`src/rtl/stream_demux_pkg.sv`:
```
// Shared constants and types for the stream demultiplexer.
package stream_demux_pkg;

    localparam int DEF_WIDTH = 8;
    localparam int DEF_NCH   = 4;
    localparam int DROP_MAX  = 255;

    // Routing state: IDLE follows s_sel, LOCKED holds the packet's channel.
    typedef enum logic {
        IDLE   = 1'b0,
        LOCKED = 1'b1
    } state_t;

endpackage

```
`src/rtl/stream_demux_slot.sv`:
```
// One-entry output register with valid/ready for a single channel.
module stream_demux_slot
    import stream_demux_pkg::*;
#(
    parameter int WIDTH = DEF_WIDTH
) (
    input  logic             clk,
    input  logic             rst,
    input  logic             i_valid,
    input  logic [WIDTH-1:0] i_data,
    input  logic             i_last,
    output logic             o_can_load,
    output logic             o_valid,
    output logic [WIDTH-1:0] o_data,
    output logic             o_last,
    input  logic             i_ready
);

    logic             r_valid;
    logic [WIDTH-1:0] r_data;
    logic             r_last;
    logic             w_can_load;

    // The slot can take a beat when empty or when it drains this same cycle.
    assign w_can_load = !r_valid || i_ready;
    assign o_can_load = w_can_load;
    assign o_valid    = r_valid;
    assign o_data     = r_data;
    assign o_last     = r_last;

    // Load has priority over drain so a simultaneous drain/load keeps valid high.
    always_ff @(posedge clk) begin
        if (rst) begin
            r_valid <= 1'b0;
            r_data  <= '0;
            r_last  <= 1'b0;
        end else if (i_valid && w_can_load) begin
            r_valid <= 1'b1;
            r_data  <= i_data;
            r_last  <= i_last;
        end else if (i_ready) begin
            r_valid <= 1'b0;
        end
    end

endmodule

```
`src/rtl/stream_demux.sv`:
```
// Registered 1-to-NCH stream demultiplexer with packet-locked routing.
module stream_demux
    import stream_demux_pkg::*;
#(
    parameter  int WIDTH = DEF_WIDTH,
    parameter  int NCH   = DEF_NCH,
    localparam int SELW  = $clog2(NCH)
) (
    input  logic                 clk,
    input  logic                 rst,
    input  logic                 s_valid,
    output logic                 s_ready,
    input  logic [WIDTH-1:0]     s_data,
    input  logic [SELW-1:0]      s_sel,
    input  logic                 s_last,
    output logic [NCH-1:0]       m_valid,
    input  logic [NCH-1:0]       m_ready,
    output logic [NCH*WIDTH-1:0] m_data,
    output logic [NCH-1:0]       m_last,
    output logic [7:0]           drop_cnt
);

    // Select values span a full power of two; codes at or above NCH are dropped.
    localparam int NSEL = 1 << SELW;

    state_t          r_state;
    state_t          w_state_next;
    logic [SELW-1:0] r_lock_sel;
    logic [SELW-1:0] w_lock_sel_next;
    logic [7:0]      r_drop_cnt;

    logic [SELW-1:0] w_target;
    logic            w_in_range;
    logic            w_tgt_ready;
    logic            w_accept;
    logic [NCH-1:0]  w_can_load;
    logic [NCH-1:0]  w_load;
    logic [NSEL-1:0] w_can_load_ext;

    assign w_target   = (r_state == LOCKED) ? r_lock_sel : s_sel;
    assign w_in_range = ({1'b0, w_target} < (SELW + 1)'(NCH));

    // Pad the per-channel ready vector so every select code indexes a defined bit.
    generate
        for (genvar gi = 0; gi < NSEL; gi++) begin : g_ext
            if (gi < NCH) begin : g_real
                assign w_can_load_ext[gi] = w_can_load[gi];
            end else begin : g_pad
                assign w_can_load_ext[gi] = 1'b0;
            end
        end
    endgenerate

    assign w_tgt_ready = w_can_load_ext[w_target];
    // Out-of-range beats are always taken so they can be discarded.
    assign s_ready     = !rst && (!w_in_range || w_tgt_ready);
    assign w_accept    = s_valid && s_ready;
    assign drop_cnt    = r_drop_cnt;

    // One output slot per channel, loaded only by beats routed to it.
    generate
        for (genvar gi = 0; gi < NCH; gi++) begin : g_slot
            assign w_load[gi] = w_accept && w_in_range && (w_target == SELW'(gi));

            stream_demux_slot #(
                .WIDTH (WIDTH)
            ) u_slot (
                .clk        (clk),
                .rst        (rst),
                .i_valid    (w_load[gi]),
                .i_data     (s_data),
                .i_last     (s_last),
                .o_can_load (w_can_load[gi]),
                .o_valid    (m_valid[gi]),
                .o_data     (m_data[gi*WIDTH +: WIDTH]),
                .o_last     (m_last[gi]),
                .i_ready    (m_ready[gi])
            );
        end
    endgenerate

    // Routing state and locked channel registers.
    always_ff @(posedge clk) begin
        if (rst) begin
            r_state    <= IDLE;
            r_lock_sel <= '0;
        end else begin
            r_state    <= w_state_next;
            r_lock_sel <= w_lock_sel_next;
        end
    end

    // Next-state logic: lock on the first beat of a multi-beat packet, unlock on last.
    always_comb begin
        w_state_next    = r_state;
        w_lock_sel_next = r_lock_sel;
        if (w_accept) begin
            case (r_state)
                IDLE: begin
                    if (!s_last) begin
                        w_state_next    = LOCKED;
                        w_lock_sel_next = s_sel;
                    end
                end
                LOCKED: begin
                    if (s_last) begin
                        w_state_next = IDLE;
                    end
                end
                default: w_state_next = IDLE;
            endcase
        end
    end

    // Saturating count of beats discarded for an out-of-range target.
    always_ff @(posedge clk) begin
        if (rst) begin
            r_drop_cnt <= '0;
        end else if (w_accept && !w_in_range && (r_drop_cnt != 8'(DROP_MAX))) begin
            r_drop_cnt <= r_drop_cnt + 8'd1;
        end
    end

endmodule

```
`config.mk`:
```
export PLATFORM = sky130hd
export DESIGN_NAME = stream_demux
export DESIGN_NICKNAME = d
export VERILOG_FILES = /design/src/rtl/stream_demux_pkg.sv /design/src/rtl/stream_demux_slot.sv /design/src/rtl/stream_demux.sv
export SDC_FILE = /design/constraint.sdc
export NUM_CORES = 1
export LEC_CHECK = 0
export ABC_CLOCK_PERIOD_IN_PS = 2400
export BUFFER_PORTS_ARGS = -buffer_cell sky130_fd_sc_hd__buf_2
export CORE_UTILIZATION = 44
export DETAILED_ROUTE_END_ITERATION = 10
export GPL_ROUTABILITY_DRIVEN = 0
export GPL_TIMING_DRIVEN = 0
export PLACE_DENSITY = 0.71
export SLEW_MARGIN = 20
export SYNTH_ARGS = -nofsm -noshare
export SYNTH_HDL_FRONTEND = slang
export SYNTH_SLANG_ARGS = --single-unit
```
`constraint.sdc`:
```
create_clock -name clk -period 2.4 [get_ports clk]
set_input_delay 0.24 -clock clk [delete_from_list [all_inputs] [get_ports clk]]
set_output_delay 0.24 -clock clk [all_outputs]
set_load 0.1 [all_outputs]
```
# [After elaboration in Yosys (flattened, before gate mapping)]
# Index checks and enable logic that the tools add are counted.
[word_totals] ff_bits=43 in_bits=18 elab_cells=57
[classes] n_lt_le_gt_ge=1 eq_ne=3 mux=12 bitwise=2 reduce_logical=25
[op_table] op="1-bit logical AND" n=10
[op_table] op="1-bit two-way mux" n=10
[op_table] op="2-bit nonzero test" n=4
[op_table] op="1-bit logical NOT" n=5
[op_table] op="2-bit == test (second input constant)" n=2
[op_table] op="1-bit logical OR" n=4
[op_table] op="2-bit by 3-bit < comparator with 1-bit output (second input constant)" n=1
[op_table] op="3-bit AND reduction" n=1
[op_table] op="1-bit binary-select mux with 2-bit select" n=1
[op_table] op="2-bit by 1-bit == test with 1-bit output (second input constant)" n=1
[op_table] op="2-bit logical NOT" n=1
[op_table] op="2-bit two-way mux" n=1
[op_table] op="1-bit NOT" n=2

# [Depth between registers and ports, before layout]
# Gate-level depths: netlist of run 1.
[depth] word_depth=9 ltp_mapped=7

# [By module]
# From an unflattened synthesis of run 1, not the netlist that was laid out.
[hier_totals] cells_unflattened=226 area_unflattened_um2=2278.4
[modules_own_cells] mod="stream_demux_slot" instances=4 cells_per_inst=45 area_per_inst_um2=470.5 seq_area_each_um2=200.2
[modules_own_cells] mod="stream_demux" instances=1 cells_per_inst=46 area_per_inst_um2=396.6 seq_area_each_um2=60.1

# [Worst setup path after synthesis of run 1]
# No wires, ideal clock.
[synth_path] path_type="flip-flop to output port" from="register r_state" to="output port s_ready" arrival_ns=1.930 t_required_ns=2.160 path_slack_ns=0.230 path_stages_with_launch=6 cell_sequence="dfxtp_1 buf_6 nand3_2 o21ai_2 a222oi_1 and2_1"
[synth_via] elab_chain_cells=4
[synth_rtl] element="start: declaration" line_no="stream_demux.sv:26" rtl="state_t r_state;"
[synth_rtl] element="start signal: assignment" line_no="stream_demux.sv:88" rtl="r_state <= w_state_next;"
[synth_rtl] element="2-bit two-way mux" line_no="stream_demux.sv:40" rtl="assign w_target = (r_state == LOCKED) ? r_lock_sel : s_sel;"
[synth_rtl] element="1-bit binary-select mux with 2-bit select" line_no="stream_demux.sv:54" rtl="assign w_tgt_ready = w_can_load_ext[w_target];"
[synth_rtl] element="1-bit two-way mux (not written as such)" line_no="stream_demux.sv:54"
[synth_rtl] element="1-bit logical AND" line_no="stream_demux.sv:56" rtl="assign s_ready = !rst && (!w_in_range || w_tgt_ready);"
[synth_rtl] element="end: declaration" line_no="stream_demux.sv:12" rtl="output logic s_ready,"
# Every way passes these cells. The select of a mux whose other input is x is not followed.

# [Worst setup path after layout of run 1]
# Ends and elaborated chain as after synthesis.

==> results.cfg, run 1 <==
[sta]
fmaxAchievable_mhz = 449
setup_tns_ns = 0
finalHoldViolations = 0
setup_ws_ns = 0.174
grt_setup_unrepaired = false
fin_crit_sh = 0.927
skew_ns = 0.00582
fin_crit_ns = 2.23
drv_slew = 0
setup_viol = 0
whs_ns = 0.164

[synth]
ys_seq_area_frac = 0.439
async_flop_share = 0
ys_types = 25
synth_seq_cells = 43
synth.most_common_cell = nand2b_1
synth_area_leaders = dfxtp_1, mux2i_1, nand2b_1
avgSynthCellArea_um2 = 10.1
yosysTopAreaCell = dfxtp_1
synthCells = 195
synth_common_cells = nand2b_1, dfxtp_1, mux2i_1
synth_top_area_frac = 0.439
synth_area_um2 = 1960
synth_ff_type = dfxtp_1
synth-edff-count = 0
yosysWarnings = 0

[global_routing]
track_usage = 0.188
grt_pass1_wl_um = 6400
grt_max_degree = 14
grt_pass1_vias = 1323
antenna_found_initial = 0
grt-ovfl-total = 0

[detailed_routing]
drt_pass1_iterations = 4
ant_nets = 0
vias_per_cell = 4.69
drt_iter0_markers = 51
vias = 1497
routedWlPerCell_um = 12.8
drcViolationCount = 0
routed_wl_um = 4080

[worst_setup_path]
reg2reg_slack_ns = 0.53
startpoint_type = register
crit_path_max_fanout = 10
crit_type = reg -> out
required_ns = 2.16
cp-end-kind = primary output
cp.arrival_ns = 1.99

[power]
finalPower_mw = 1.66
swShare = 0.308
combPwrFrac = 0.204
intPower_mw = 1.15
p_switching_uw = 513
seqPwrFrac = 0.447
power_frac_clock = 0.349
p_per_area_nw_per_um2 = 675
vdd_ir_drop_max_mv = 0.446
leakagePower_nw = 1.29

[cells_and_area]
num_antenna_cells = 0
nFillCells = 390
nNetsFinal = 286
syn_to_final_growth_pct = 25.7
drive_above_1_share = 0.338

[placement]
post-place-ws_ns = 0.323
hpwl_um = 2900
numPortBuffers = 58

[clock_network]
cts_root_buf = clkbuf_8
numCtsBuffers = 5
clk_pin_slew_ns = 0.08
cts.path.max_buffers = 2
cts_tree = yes
clock_latency_ns = 0.29
clock-sinks = 43
htreeDepth = 2
ctsResizeCount = 0

[floorplanning]
die-area_um2 = 4730
start_util = 0.473
fp.coreArea_um2 = 4140
ioPinCount = 67
die_y_um = 68.8
fp-row-count = 23
fp.dieW_um = 68.8

[run_status]
status = completed

[worst_hold_path]
min_path_type = in -> reg

[job]
cap_violations = 0
==> layout by cell type, fill, tap and decap left out, drive strengths merged <==
cell type / count
or3b: 1
or3: 1
clkbuf: 12
conb: 8
nand3b: 2
bufinv: 1
a222oi: 1
nor2: 2
nor3: 1
or2b: 1
nand2b: 55
nor2b: 3
nand3: 2
buf: 80
clkinv: 1
mux2i: 39
o21ai: 3
nand2: 3
nand4: 4
and2: 1
dfxtp: 43
a21oi: 5
==> layer usage <==
layer | GRT usage | vias to the layer above | wire, µm
met3 | 0.0707 | 6 | 281
met5 | 0 | - | 0
li1 | - | 771 | -
met2 | 0.292 | 48 | 1880
met4 | 0.0536 | 0 | 35
met1 | 0.243 | 672 | 1880
==> worst paths after layout <==
kind	from	to	depth (start not counted)
setup / recovery	r_state	s_ready	6
hold / removal	s_last	r_state	2
setup reg to reg	r_state	g_slot[3].u_slot.o_data[2]	7
hold reg to reg	g_slot[2].u_slot.o_data[6]	g_slot[2].u_slot.o_data[6]	2
==> timing repair <==
item / CTS / global route
buffers inserted: 1 / 0
hold buffers: 0 / 0
endpoints found under the setup margin: 1 / 0
==> layout make-up <==
cell class | count | area [µm²] | area share
plain buffers | 27 | 181 | 0.0736
clock buffers | 6 | 82.6 | 0.0335
flip-flops and latches | 43 | 861 | 0.349
clock inverters | 2 | 35.0 | 0.0142
well taps | 50 | 62.6 | 0.0254
multi-input cells | 132 | 945 | 0.383
repair buffers | 59 | 298 | 0.121
==> per-stage QoR <==
| step | cell area, µm² | util | cells |
|---|---|---|---|
| after floorplan | 1990 | - | 202 |
| after global placement | 2340 | 0.565 | 310 |
| after detailed placement | 2340 | 0.565 | 310 |
| after CTS | 2460 | 0.595 | 319 |
| after global routing | 2460 | 0.595 | 319 |
| final | 2460 | 0.595 | 319 |
==> power groups by stage <==
| stage | logic [mW] | registers, mW | clock network, mW |
|---|---|---|---|
| after floorplan | 0.189 | 0.856 | 0 |
| final | 0.340 | 0.744 | 0.581 |
| after global placement | 0.339 | 0.760 | 0 |
| after detailed placement | 0.341 | 0.761 | 0 |
| after CTS | 0.342 | 0.744 | 0.593 |
| after global routing | 0.358 | 0.747 | 0.622 |
==> critical path: stages, from the launching register on <==
cell and delay [ns]:
dfxtp_1 0.33, buf_6 0.13, or3b_2 0.46, a21oi_1 0.19
nor2_1 0.13, and2_1 0.17, buf_2 0.28
==> cell families after synthesis <==
family | synth area share
other | 0.00191
buffers and inverters | 0.0925
DFF | 0.439
AOI/OAI and AO/OA | 0.0274
and+or+nand+nor | 0.240
muxes | 0.199
==> registers in the layout, summed over array words and instances (netlist names) <==
name                   flops
g_slot.u_slot.o_data      32
g_slot.u_slot.o_last       4
g_slot.u_slot.o_valid      4
r_lock_sel                 2
r_state                    1
Note: power is estimated with default switching activity, not from simulation.
==> run 2, diff against run 1 <==
--- a/config.mk
+++ b/config.mk
@@ -12,7 +12,9 @@
 export GPL_ROUTABILITY_DRIVEN = 0
 export GPL_TIMING_DRIVEN = 0
 export PLACE_DENSITY = 0.71
+export SETUP_SLACK_MARGIN = 0.2
 export SLEW_MARGIN = 20
 export SYNTH_ARGS = -nofsm -noshare
 export SYNTH_HDL_FRONTEND = slang
 export SYNTH_SLANG_ARGS = --single-unit
+export TNS_END_PERCENT = 50
==> results.cfg, run 2 (synthesis gave the netlist of run 1 again) <==
[placement]
dpl_cell_area_um2 = 2340
numPortBuffers = 58
hpwl_um = 2900
post-place-ws_ns = 0.323

[worst_setup_path]
cp.depth = 6
startpoint_type = register
reg2reg_slack_ns = 0.56
crit_family = simple AND/OR/NAND/NOR gates
required_ns = 2.16
r2r_end = g_slot[3].u_slot.o_data[2]
crit_type = reg -> out
cp_slowest_cell = or3b_2
crit_path_max_fanout = 10
startpoint = r_state
cp.arrival_ns = 1.86
reg2reg_depth = 7
timing.rr.start = r_state
critical_path.cell_chain = buf_6 -> or3b_2 -> a21oi_2 -> nor2_1 -> and2_1 -> buf_6
crit_top_cell = buf_6
crit_end = s_ready
cp-end-kind = primary output
cpPeakStageDelay_ns = 0.47
worst-path-buf-inv = 2

[detailed_routing]
drt_pass1_iterations = 4
vias = 1501
drt-met1-wl_um = 1890
vias_per_cell = 4.71
routed_wl_um = 4090
ant_nets = 0
routedWlPerCell_um = 12.8
drcViolationCount = 0
routed-wl-met2_um = 1880
dr_wl_met3_um = 281
top_layer = met4
drt_iter0_markers = 41

[sta]
fin_crit_ns = 2.10
setup_viol = 0
setup_ws_ns = 0.297
drv_slew = 0
fin_crit_sh = 0.876
setup_tns_ns = 0
skew_ns = 0.00585
grt_setup_unrepaired = false
finalHoldViolations = 0
fmaxAchievable_mhz = 475

[clock_network]
cts.path.max_buffers = 2
clock-sinks = 43
htreeDepth = 2
holdBufCountCts = 0
clock_latency_ns = 0.29
cts_root_buf = clkbuf_8
clk_pin_slew_ns = 0.08
cts_tree = yes
numCtsBuffers = 5

[global_routing]
track_usage = 0.188
antenna_found_initial = 0
grt-ovfl-total = 0
grt_max_degree = 14
grt_pass1_vias = 1323
grt_pass1_wl_um = 6400

[floorplanning]
start_util = 0.473
ioPinCount = 67
fp.dieW_um = 68.8
die-area_um2 = 4730
die_y_um = 68.8
fp-row-count = 23
fp.coreArea_um2 = 4140

[power]
power_frac_clock = 0.348
swShare = 0.308
leakagePower_nw = 1.29
p_switching_uw = 514
vdd_ir_drop_max_mv = 0.446
intPower_mw = 1.15
p_per_area_nw_per_um2 = 674
combPwrFrac = 0.205
seqPwrFrac = 0.446

[cells_and_area]
fin_util = 0.597
syn_to_final_growth_pct = 26.2
drive_above_1_share = 0.342
final_common_cell = buf_2
largest_reg_flops = 32
num_antenna_cells = 0
nFillCells = 388
nNetsFinal = 286
mostFrequentLayoutCells = buf_2, nand2b_1, dfxtp_1, mux2i_1, buf_4
design_area_um2 = 2470

[run_status]
status = completed

[worst_hold_path]
hold_start = s_last
min_path_type = in -> reg

[job]
cap_violations = 0
[run 2: cell counts in the layout (fill, tap and decap cells not counted)]
Identical to the previous run, type by type.
[run 2: worst reg2reg max path, cell delays in order (launching register included)]
cell and delay, ns:
dfxtp_1 0.33, buf_6 0.13, or3b_2 0.47, a21oi_2 0.16
nor2_1 0.11, nand4_1 0.10, buf_4 0.23, mux2i_1 0.23
[run 2: per-stage QoR]
step                      std cells  power [mW]  hold WS (ns)
final                           319        1.67         0.164
after global routing            319        1.73         0.162
after CTS                       319        1.68         0.159
after detailed placement        310        1.10         0.464
after global placement          310        1.10         0.456
after floorplan                 202        1.05         0.335
[run 2: cell type report]
| cell class | instances | area, µm² | share of cell area |
|---|---|---|---|
| Tap cell | 50 | 62.6 | 0.0253 |
| Buffer | 27 | 181 | 0.0733 |
| Timing Repair Buffer | 59 | 304 | 0.123 |
| Clock inverter | 2 | 35.0 | 0.0142 |
| Clock buffer | 6 | 82.6 | 0.0334 |
| Multi-Input combinational cell | 132 | 948 | 0.383 |
| Sequential cell | 43 | 861 | 0.348 |
[run 2: what timing repair did]
action / in CTS / in global routing
resized for setup: 1 / 2
buffers inserted: 1 / 0
endpoints found under the setup margin: 1 / 1
cloned: 0 / 0
pin swaps: 1 / 0
[run 2: routing by layer]
metal	up-vias	track usage
met5	-	0
met4	0	0.0536
met3	6	0.0707
met2	48	0.292
met1	675	0.243
li1	772	-
[run 2: how the worst min path moves through the flow]
stage                            endpoint  slack [ns]  depth (start not counted)
2_1_floorplan                     r_state        0.33                          1
3_5_place_dp      g_slot[0].u_slot.o_last        0.46                          2
5_1_grt                           r_state        0.16                          2
6_report                          r_state        0.16                          2
3_3_place_gp   g_slot[0].u_slot.o_data[1]        0.46                          2
4_1_cts                           r_state        0.16                          2
[run 2: power groups by stage]
stage / combinational [mW] / clock, mW / sequential (mW)
after floorplan: 0.189 / 0 / 0.856
after global placement: 0.339 / 0 / 0.760
after detailed placement: 0.341 / 0 / 0.761
after CTS: 0.342 / 0.593 / 0.744
after global routing: 0.361 / 0.622 / 0.747
final: 0.342 / 0.581 / 0.744
==> run 3, diff against run 2 <==
--- a/config.mk
+++ b/config.mk
@@ -5,8 +5,9 @@
 export SDC_FILE = /design/constraint.sdc
 export NUM_CORES = 1
 export LEC_CHECK = 0
-export ABC_CLOCK_PERIOD_IN_PS = 2400
+export ABC_CLOCK_PERIOD_IN_PS = 2700
 export BUFFER_PORTS_ARGS = -buffer_cell sky130_fd_sc_hd__buf_2
+export CAP_MARGIN = 20
 export CORE_UTILIZATION = 44
 export DETAILED_ROUTE_END_ITERATION = 10
 export GPL_ROUTABILITY_DRIVEN = 0
==> constraint.sdc (replaced) <==
create_clock -name clk -period 2.7 [get_ports clk]
set_input_delay 0.27 -clock clk [delete_from_list [all_inputs] [get_ports clk]]
set_output_delay 0.27 -clock clk [all_outputs]
set_load 0.1 [all_outputs]
==> results.cfg, run 3 (synthesis gave the netlist of run 1 again) <==
[run_status]
status = completed

[cells_and_area]
syn_to_final_growth_pct = 26.5
nFillCells = 388
largest_reg_flops = 32
seqCellArea_um2 = 861
fin_util = 0.598
num_antenna_cells = 0
final_common_cell = buf_2
mostFrequentLayoutCells = buf_2, nand2b_1, dfxtp_1, mux2i_1, buf_4
nNetsFinal = 288
multi_input_area_um2 = 945
drive_above_1_share = 0.343

[job]
cap_violations = 0

[floorplanning]
die_y_um = 68.8
fp.coreArea_um2 = 4140
fp-row-count = 23
start_util = 0.473
ioPinCount = 67
fp.dieW_um = 68.8
die-area_um2 = 4730

[worst_setup_path]
crit_type = reg -> out
reg2reg_slack_ns = 0.83
cpPeakStageDelay_ns = 0.46
crit_end = s_ready
startpoint = r_state
reg2reg_depth = 7
cp.depth = 6
timing.rr.start = r_state
cp.arrival_ns = 1.98
crit_family = simple AND/OR/NAND/NOR gates
cp_slowest_cell = or3b_2
worst-path-buf-inv = 2
crit_path_max_fanout = 10
cp-end-kind = primary output
r2r_end = g_slot[3].u_slot.o_data[2]
required_ns = 2.43
critical_path.cell_chain = buf_6 -> or3b_2 -> a21oi_1 -> nor2_1 -> and2_1 -> buf_2
startpoint_type = register

[power]
swShare = 0.308
combPwrFrac = 0.204
leakagePower_nw = 1.30
power_frac_clock = 0.349
p_per_area_nw_per_um2 = 597
vdd_ir_drop_max_mv = 0.396
intPower_mw = 1.02
p_switching_uw = 456
seqPwrFrac = 0.447

[clock_network]
cts_tree = yes
clock-sinks = 43
cts_setup_buffers = 0
clock_latency_ns = 0.29
cts_root_buf = clkbuf_8
cts.path.max_buffers = 2
clk_pin_slew_ns = 0.08
numCtsBuffers = 5
holdBufCountCts = 0
htreeDepth = 2
ctsResizeCount = 0

[detailed_routing]
drt_iter0_markers = 54
vias_per_cell = 4.70
drt_pass1_iterations = 4
vias = 1509
routedWlPerCell_um = 12.8
routed_wl_um = 4100
drcViolationCount = 0
ant_nets = 0

[placement]
hpwl_um = 2900
numPortBuffers = 58

[sta]
setup_viol = 0
finalHoldViolations = 0
skew_ns = 0.00607
grt_setup_unrepaired = false
setup_tns_ns = 0
fin_crit_ns = 2.25
fmaxAchievable_mhz = 444
drv_slew = 0
fin_crit_sh = 0.835

[worst_hold_path]
hold_start = s_last
min_path_type = in -> reg

[global_routing]
track_usage = 0.187
grt_pass1_vias = 1316
grt_pass1_wl_um = 6370
antenna_found_initial = 0
grt-ovfl-total = 0
grt_max_degree = 14
## run 3: cell count changes in the layout (fill, tap and decap cells not counted), sizes merged
| cell | before | now |
|---|---|---|
| buf | 80 | 82 |
## run 3: area by class of cell
class                   instances  share of cell area
multi-input cells             132               0.381
flip-flops and latches         43               0.347
repair buffers                 61               0.126
plain buffers                  27              0.0732
clock buffers                   6              0.0333
well taps                      50              0.0252
clock inverters                 2              0.0141
## run 3: how the worst min path moves through the flow
stage	depth (start not counted)	slack, ns	to
after floorplan	1	0.36	r_state
after detailed placement	2	0.46	g_slot[0].u_slot.o_last
after CTS	2	0.19	r_state
final	2	0.19	r_state
after global routing	2	0.19	r_state
after global placement	2	0.46	g_slot[0].u_slot.o_data[1]
## run 3: power groups by stage
stage	sequential [mW]	clock [mW]	combinational, mW
floorplan	0.761	0	0.168
global placement	0.676	0	0.302
detailed placement	0.676	0	0.303
CTS	0.661	0.527	0.303
global route	0.664	0.553	0.319
finish	0.661	0.516	0.303
## run 3: stage by stage
step | cells | hold WS [ns] | power, mW | cell area [µm²] | setup WS (ns)
finish | 321 | 0.191 | 1.48 | 2480 | 0.446
global route | 321 | 0.192 | 1.54 | 2480 | 0.342
floorplan | 202 | 0.365 | 0.929 | 1990 | 0.500
CTS | 318 | 0.189 | 1.49 | 2460 | 0.252
global placement | 310 | 0.456 | 0.977 | 2340 | 0.602
detailed placement | 310 | 0.464 | 0.979 | 2340 | 0.593
## run 3: routing by layer
metal  up-vias  GRT usage  routed length (µm)
met1       679      0.242                1890
met2        50      0.293                1900
met4         0     0.0459                  20
li1        776          -                   -
met5         -          0                   0
met3         4     0.0707                 293
